File: src/rtl/num_capture_pkg.sv
// Shared definitions for the keypad number-capture block.
// Holds the key-code constants, the entry FSM state type, the datapath
// widths and the sign helper used to form the signed result.
package num_capture_pkg;

  localparam int KEY_W   = 4;   // keypad scanner code width
  localparam int ACCUM_W = 10;  // unsigned magnitude, holds up to 999
  localparam int VALUE_W = 11;  // signed result, -999..999
  localparam int NDIG_W  = 2;   // digit counter width, 0..3

  localparam logic [KEY_W-1:0] KEY_DIGIT_MAX = 4'h9;
  localparam logic [KEY_W-1:0] KEY_SIGN      = 4'hA;
  localparam logic [KEY_W-1:0] KEY_ENTER     = 4'hB;
  localparam logic [KEY_W-1:0] KEY_CLEAR     = 4'hC;

  typedef enum logic [1:0] {
    EMPTY = 2'd0,  // no digits typed yet
    ENTRY = 2'd1,  // at least one digit typed
    DONE  = 2'd2   // result issued, digits held for display
  } state_t;

  // Turns the unsigned magnitude into the signed result. A negative zero
  // comes out as plain zero because -0 == 0 in two's complement.
  function automatic logic signed [VALUE_W-1:0] apply_sign(
    input logic [ACCUM_W-1:0] mag,
    input logic               neg
  );
    logic signed [VALUE_W-1:0] s;
    s = signed'({1'b0, mag});
    return neg ? -s : s;
  endfunction

endpackage

File: src/rtl/num_capture_if.sv
// Keypad-to-capture bus.
// master: keypad scanner side, drives num/load_num, observes the results.
// slave : num_capture, consumes num/load_num, drives bcd, ndig, neg,
//         value, valid and busy.
interface num_capture_if #(
  parameter int NDIG = 3
);
  import num_capture_pkg::*;

  logic [KEY_W-1:0]          num;
  logic                      load_num;
  logic [4*NDIG-1:0]         bcd;
  logic [NDIG_W-1:0]         ndig;
  logic                      neg;
  logic signed [VALUE_W-1:0] value;
  logic                      valid;
  logic                      busy;

  modport master (
    output num, load_num,
    input  bcd, ndig, neg, value, valid, busy
  );

  modport slave (
    input  num, load_num,
    output bcd, ndig, neg, value, valid, busy
  );

endinterface

File: src/rtl/num_capture_key_guard.sv
// key_guard: key repeat suppression.
// The scanner keeps strobing load_num while a key is held. One strobe is
// accepted, then the guard stays disarmed until load_num has been low for
// RELEASE_CYCLES consecutive cycles.
// Ports: clk_div (clock), rst (sync, active-high), load_num (strobe in),
//        accept (high in the cycle a strobe is taken).
module key_guard #(
  parameter int RELEASE_CYCLES = 4
) (
  input  logic clk_div,
  input  logic rst,
  input  logic load_num,
  output logic accept
);

  localparam int CNT_W = $clog2(RELEASE_CYCLES + 1);

  logic             armed;
  logic [CNT_W-1:0] release_cnt;

  assign accept = load_num & armed;

  always_ff @(posedge clk_div) begin
    if (rst) begin
      armed       <= 1'b1;
      release_cnt <= '0;
    end else if (armed) begin
      if (load_num) begin
        armed       <= 1'b0;
        release_cnt <= '0;
      end
    end else if (load_num) begin
      // any strobe while disarmed restarts the release window
      release_cnt <= '0;
    end else if (release_cnt == CNT_W'(RELEASE_CYCLES - 1)) begin
      armed       <= 1'b1;
      release_cnt <= '0;
    end else begin
      release_cnt <= release_cnt + CNT_W'(1);
    end
  end

endmodule

File: src/rtl/num_capture.sv
// num_capture: collects keypad digits into a signed decimal number.
// Digits shift into a BCD display register and a binary accumulator; the
// sign key toggles the pending sign, enter issues the signed result with a
// one-cycle valid pulse, clear empties the entry.
// Ports: clk_div (clock), rst (sync, active-high),
//        bus (num_capture_if.slave: num/load_num in; bcd, ndig, neg,
//        value, valid, busy out).
module num_capture
  import num_capture_pkg::*;
#(
  parameter int NDIG           = 3,
  parameter int RELEASE_CYCLES = 4
) (
  input  logic         clk_div,
  input  logic         rst,
  num_capture_if.slave bus
);

  localparam int BCD_W = 4 * NDIG;

  logic accept;

  state_t                    state_q, state_n;
  logic [BCD_W-1:0]          bcd_q, bcd_n;
  logic [ACCUM_W-1:0]        accum_q, accum_n;
  logic [NDIG_W-1:0]         ndig_q, ndig_n;
  logic                      neg_q, neg_n;
  logic signed [VALUE_W-1:0] value_q, value_n;
  logic                      valid_q, valid_n;

  key_guard #(
    .RELEASE_CYCLES(RELEASE_CYCLES)
  ) u_key_guard (
    .clk_div (clk_div),
    .rst     (rst),
    .load_num(bus.load_num),
    .accept  (accept)
  );

  always_ff @(posedge clk_div) begin
    if (rst) begin
      state_q <= EMPTY;
      bcd_q   <= '0;
      accum_q <= '0;
      ndig_q  <= '0;
      neg_q   <= 1'b0;
      value_q <= '0;
      valid_q <= 1'b0;
    end else begin
      state_q <= state_n;
      bcd_q   <= bcd_n;
      accum_q <= accum_n;
      ndig_q  <= ndig_n;
      neg_q   <= neg_n;
      value_q <= value_n;
      valid_q <= valid_n;
    end
  end

  always_comb begin
    state_n = state_q;
    bcd_n   = bcd_q;
    accum_n = accum_q;
    ndig_n  = ndig_q;
    neg_n   = neg_q;
    value_n = value_q;
    valid_n = 1'b0;

    if (accept) begin
      if (bus.num <= KEY_DIGIT_MAX) begin
        if (state_q == DONE) begin
          // a digit after a result starts a fresh positive entry
          bcd_n   = {{(BCD_W-KEY_W){1'b0}}, bus.num};
          accum_n = ACCUM_W'(bus.num);
          ndig_n  = NDIG_W'(1);
          neg_n   = 1'b0;
          state_n = ENTRY;
        end else if (ndig_q < NDIG_W'(NDIG)) begin
          bcd_n   = {bcd_q[BCD_W-KEY_W-1:0], bus.num};
          accum_n = accum_q * ACCUM_W'(10) + ACCUM_W'(bus.num);
          ndig_n  = ndig_q + NDIG_W'(1);
          state_n = ENTRY;
        end
      end else begin
        case (bus.num)
          KEY_SIGN: begin
            if (state_q == DONE) begin
              // sign first after a result: new entry that starts negative
              bcd_n   = '0;
              accum_n = '0;
              ndig_n  = '0;
              neg_n   = 1'b1;
              state_n = EMPTY;
            end else begin
              neg_n = ~neg_q;
            end
          end
          KEY_ENTER: begin
            if (state_q == ENTRY) begin
              value_n = apply_sign(accum_q, neg_q);
              valid_n = 1'b1;
              state_n = DONE;
            end
          end
          KEY_CLEAR: begin
            bcd_n   = '0;
            accum_n = '0;
            ndig_n  = '0;
            neg_n   = 1'b0;
            state_n = EMPTY;
          end
          default: ;  // unused codes only consume the strobe
        endcase
      end
    end
  end

  assign bus.bcd   = bcd_q;
  assign bus.ndig  = ndig_q;
  assign bus.neg   = neg_q;
  assign bus.value = value_q;
  assign bus.valid = valid_q;
  assign bus.busy  = (state_q == ENTRY);

endmodule

File: src/flat_wrapper.sv
// flat-port wrapper written by rule: the top's interface ports become plain ports
module num_capture_flat import num_capture_pkg::*;
#(
  parameter int NDIG           = 3,
  parameter int RELEASE_CYCLES = 4
)
  (clk_div, rst, bus_num, bus_load_num, bus_bcd, bus_ndig, bus_neg, bus_value, bus_valid, bus_busy);
  num_capture_if #(.NDIG(NDIG)) bus_i ();
  input  logic clk_div;
  input  logic rst;
  input wire logic [$bits(bus_i.num)-1:0] bus_num;
  input wire logic [$bits(bus_i.load_num)-1:0] bus_load_num;
  output wire logic [$bits(bus_i.bcd)-1:0] bus_bcd;
  output wire logic [$bits(bus_i.ndig)-1:0] bus_ndig;
  output wire logic [$bits(bus_i.neg)-1:0] bus_neg;
  output wire logic [$bits(bus_i.value)-1:0] bus_value;
  output wire logic [$bits(bus_i.valid)-1:0] bus_valid;
  output wire logic [$bits(bus_i.busy)-1:0] bus_busy;
  assign bus_i.num = bus_num;
  assign bus_i.load_num = bus_load_num;
  assign bus_bcd = bus_i.bcd;
  assign bus_ndig = bus_i.ndig;
  assign bus_neg = bus_i.neg;
  assign bus_value = bus_i.value;
  assign bus_valid = bus_i.valid;
  assign bus_busy = bus_i.busy;
  num_capture #(.NDIG(NDIG), .RELEASE_CYCLES(RELEASE_CYCLES)) u_core (.clk_div(clk_div), .rst(rst), .bus(bus_i));
endmodule
File: config.mk
export PLATFORM = sky130hd
export DESIGN_NAME = num_capture_flat
export DESIGN_NICKNAME = d
export VERILOG_FILES = /design/src/rtl/num_capture_pkg.sv /design/src/rtl/num_capture_if.sv /design/src/rtl/num_capture_key_guard.sv /design/src/rtl/num_capture.sv /design/src/flat_wrapper.sv
export SDC_FILE = /design/constraint.sdc
export NUM_CORES = 1
export LEC_CHECK = 0
export CAP_MARGIN = 10
export CORE_UTILIZATION = 49
export DETAILED_ROUTE_END_ITERATION = 16
export PLACE_DENSITY = 0.73
export SYNTH_ARGS = -nofsm -noshare
export SYNTH_HDL_FRONTEND = slang
export SYNTH_HIERARCHICAL = 1
export SYNTH_SLANG_ARGS = --single-unit
export TNS_END_PERCENT = 30
File: constraint.sdc
create_clock -name clk_div -period 2.4 [get_ports clk_div]
set_input_delay 0.6 -clock clk_div [delete_from_list [all_inputs] [get_ports clk_div]]
set_output_delay 0.6 -clock clk_div [all_outputs]
set_load 0.02 [all_outputs]
==> impl_summary.log <==
INFO  metric status = finished, final reports clean
INFO  metric min_path_type = reg2reg
INFO  metric synth.net_count = a little under 300
INFO  metric power_density = approximately 460 mW/mm^2
INFO  metric syn_area = around 0.0024 sq mm
INFO  metric cts_root_buffer = clkbuf_8
INFO  metric yosysSeqAreaShare = 0.347
INFO  metric post-dp-hpwl = a little under 4 mm
INFO  metric crit_chain = ha_1 -> ha_4 -> fa_2 -> nand2_1 -> or3_4 -> or2_2 -> o311ai_2
INFO  metric gp_routability_congestion = a little under 1
INFO  metric timing.hold.worst_path_depth = 2
INFO  metric clock_tree.htree_level_count = 2
INFO  metric timing.max_slew.rel_slack = 0.669
INFO  metric setup_repair_after_global_routing_missed_its_margin = true
INFO  metric synth-edff-count = 0
INFO  metric route.final.wire_length = ~5.4 mm
INFO  metric die_extent_in_y = a little over 70 um
INFO  metric drive_gt1_frac = 0.210
INFO  metric endpoint_kind = flip-flop
INFO  metric netlist_top_cells_count = dfxtp_1 (42), nor2_1 (28), nand2_1 (22)
INFO  metric grt_max_degree = 25
INFO  metric clk_path_buf_depth = 2
INFO  metric ant_nets = 0
INFO  metric r2r.worst_path.cells = 7
INFO  metric detail_route.vias_per_cell = 5.53
INFO  metric setup_viol_count_final = 0
INFO  metric fin_worst_skew = 0.00374 ns
INFO  metric layout_overhead_on_the_synthesized_area = 32.5%
INFO  metric floorplan.initialDensity = 0.510
INFO  metric postSynthRegisterBits = 42
INFO  metric grt_antenna_before_repair = 0
INFO  metric async_reset_ff_frac = 0
INFO  metric timing.setup.critical_path_class = reg2reg
INFO  metric hold_viol = 0
INFO  metric timing.fmax = 432 MHz
INFO  metric post_layout_minimum_cycle_time = approximately 2.3 ns
INFO  metric clk_pin_slew_worst_paths = around 0.080 ns
INFO  metric largest_cells_by_area_after_synthesis = dfxtp_1 (35%), ha_1 (8.8%), nor2_1 (4.3%)
INFO  metric synth_ff_type = dfxtp_1
INFO  metric io_pins = 35
INFO  metric power = roughly 0.0015 W
INFO  metric synthDominantCellAreaShare = 0.347
INFO  metric floorplan.die_area = roughly 0.0052 sq mm
INFO  metric cp_data_required_time = 2.61 ns
INFO  metric crit_path_start_kind = flip-flop
INFO  metric grt_remaining_overflow = 0
INFO  metric critPathBufInv = 0
INFO  metric vdd_ir_drop_max = 0.313 mV
INFO  metric fillCellCount = 414
INFO  metric critPathMaxFanout = 3
INFO  metric drc = 0
INFO  metric final_core_util = 0.676
INFO  metric synthCells = 266
INFO  metric drv_slew = 0
INFO  metric number_of_cells_on_the_critical_path = 7
INFO  metric ctsHoldBuffers = 0
INFO  metric grt_util_all_layers = 0.223
INFO  metric die-width = around 72 um
INFO  metric ys_types = 54
INFO  metric leakagePower = approximately 1.3 nW
INFO  metric tritoncts.num_buffers = 5
INFO  metric cts_sinks = 42
INFO  metric worstMarginPinSlew = ~0.50 ns
INFO  metric timing.max_cap.violations = 0
INFO  metric detail_route.first_pass.iterations = 4
INFO  metric cpMaxStageDelayCell = fa_2
INFO  metric portBuffers = 34
INFO  metric layout.nets = roughly 350
INFO  metric cell_family_contributing_the_most_delay_on_the_critical_path = adder cells
INFO  metric drt_first_iter_violations = 80
INFO  metric route.detailed.wl_per_inst = ~14 um
INFO  metric grt_pass1_vias = ~2000
INFO  metric placement_rows = 25
INFO  metric tritoncts = built
INFO  metric arrival = roughly 2.5 ns
INFO  metric routed-via-count = approximately 2200
INFO  metric yosysMostFrequentCell = dfxtp_1
INFO  metric coreArea = roughly 0.0048 sq mm
INFO  metric synth.yosys.warnings = 6
INFO  metric antennaDiodeCount = 0
INFO  metric final.period_utilization = 0.964
INFO  metric mean_cell_area_of_the_mapped_netlist = 9.12 sq um
INFO  metric grt_first_pass_wirelength = slightly above 9 mm
INFO  metric yosys.area.top_type = dfxtp_1
INFO  metric hold_ws = 0.466 ns
INFO  metric critPathMaxStageDelay = just under 0.6 ns
INFO  metric setup_tns = 0 ns
INFO  metric clock_insertion_delay_worst_skew = about 0.30 ns
==> timing repair <==
item	in CTS	in global routing
gates cloned	0	0
buffers inserted	0	1
resized for setup	4	14
pin swaps	1	7
endpoints found under the hold margin	0	0
endpoints found under the setup margin	2	4
==> report_power, final <==
group	internal, W	switching [W]
Clock	0.000232	0.000242
Combinational	0.000136	0.000154
Sequential	0.000713	0.0000136
Total	0.00108	0.000410
==> worst register-to-register path: cells and delay by family, from the launching register on <==
kind	cells	cell delay [ns]
adder cells (fa/ha/maj)	3	0.99
AND/OR/NAND/NOR	3	0.67
flip-flops	1	0.35
AO/OA/AOI/OAI	1	0.20
==> flip-flops by register name, indices dropped and copies added (netlist names) <==
signal                          flops
u_core/u_key_guard/release_cnt      3
u_core/bus.bcd                     12
u_core/accum_q                      9
u_core/state_q                      2
u_core/bus.valid                    1
u_core/u_key_guard/armed            1
u_core/bus.neg                      1
u_core/bus.value                   11
u_core/bus.ndig                     2
==> final cells by class <==
type | instances | area, sq um | share of cell area
Tap cell | 67 | 83.8 | 0.0261
Inverter | 6 | 22.5 | 0.00700
Sequential cell | 42 | 845 | 0.263
Timing Repair Buffer | 64 | 596 | 0.185
Clock buffer | 7 | 86.3 | 0.0268
Clock inverter | 1 | 5.00 | 0.00156
Multi-Input combinational cell | 204 | 1580 | 0.491
==> path summary, 6_finish.rpt <==
path	from	slack [ns]	to
setup / recovery	u_core/accum_q[2]$_SDFFE_PP0P_	0.09	u_core/accum_q[8]$_SDFFE_PP0P_
hold / removal	u_core/state_q[1]$_SDFFE_PP0P_	0.47	u_core/state_q[1]$_SDFFE_PP0P_
setup reg to reg	u_core/accum_q[2]$_SDFFE_PP0P_	0.09	u_core/accum_q[8]$_SDFFE_PP0P_
hold reg to reg	u_core/state_q[1]$_SDFFE_PP0P_	0.47	u_core/state_q[1]$_SDFFE_PP0P_
==> cells in the final DEF, fill, tap and decap left out, types with 4 or more instances in the layout <==
cell type	n
xnor2_1	5
a21o_1	4
nand3_1	10
nand2_1	22
nor2_1	28
a211oi_1	13
ha_1	13
dfxtp_1	39
clkbuf_8	6
clkdlybuf4s50_1	32
nand2b_1	6
buf_4	28
a22oi_1	11
a21oi_1	14
inv_1	6
xor2_1	8
==> routing by layer <==
layer  wire length [um]  global-route usage  vias up
li1                   -                   -     1086
met1               2520               0.282     1014
met2               2590               0.373       50
met3                230              0.0500       11
met4                108              0.0828        0
met5                  0                   0        -
==> kinds of logic (layout without fill, tap and decap cells) <==
kind of cell / after synthesis / after routing / share of synthesized area
multiplexers: 5 / 5 / 0.0217
adder cells (fa/ha/maj): 20 / 20 / 0.108
AND/OR/NAND/NOR: 91 / 91 / 0.191
flip-flops: 42 / 42 / 0.347
AO/OA/AOI/OAI: 73 / 73 / 0.228
buffers and inverters: 20 / 78 / 0.0444
XOR/XNOR: 15 / 15 / 0.0598
==> stage by stage <==
step           worst slack [ns]  std cells  area (sq um)
6_report                 0.0869        391          3220
5_1_grt               -0.000592        391          3220
4_1_cts                  0.0334        390          3120
3_3_place_gp             -0.259        382          3020
3_5_place_dp             -0.307        382          3020
2_1_floorplan            0.0202        266          2430
(Power assumes the default switching activity.)
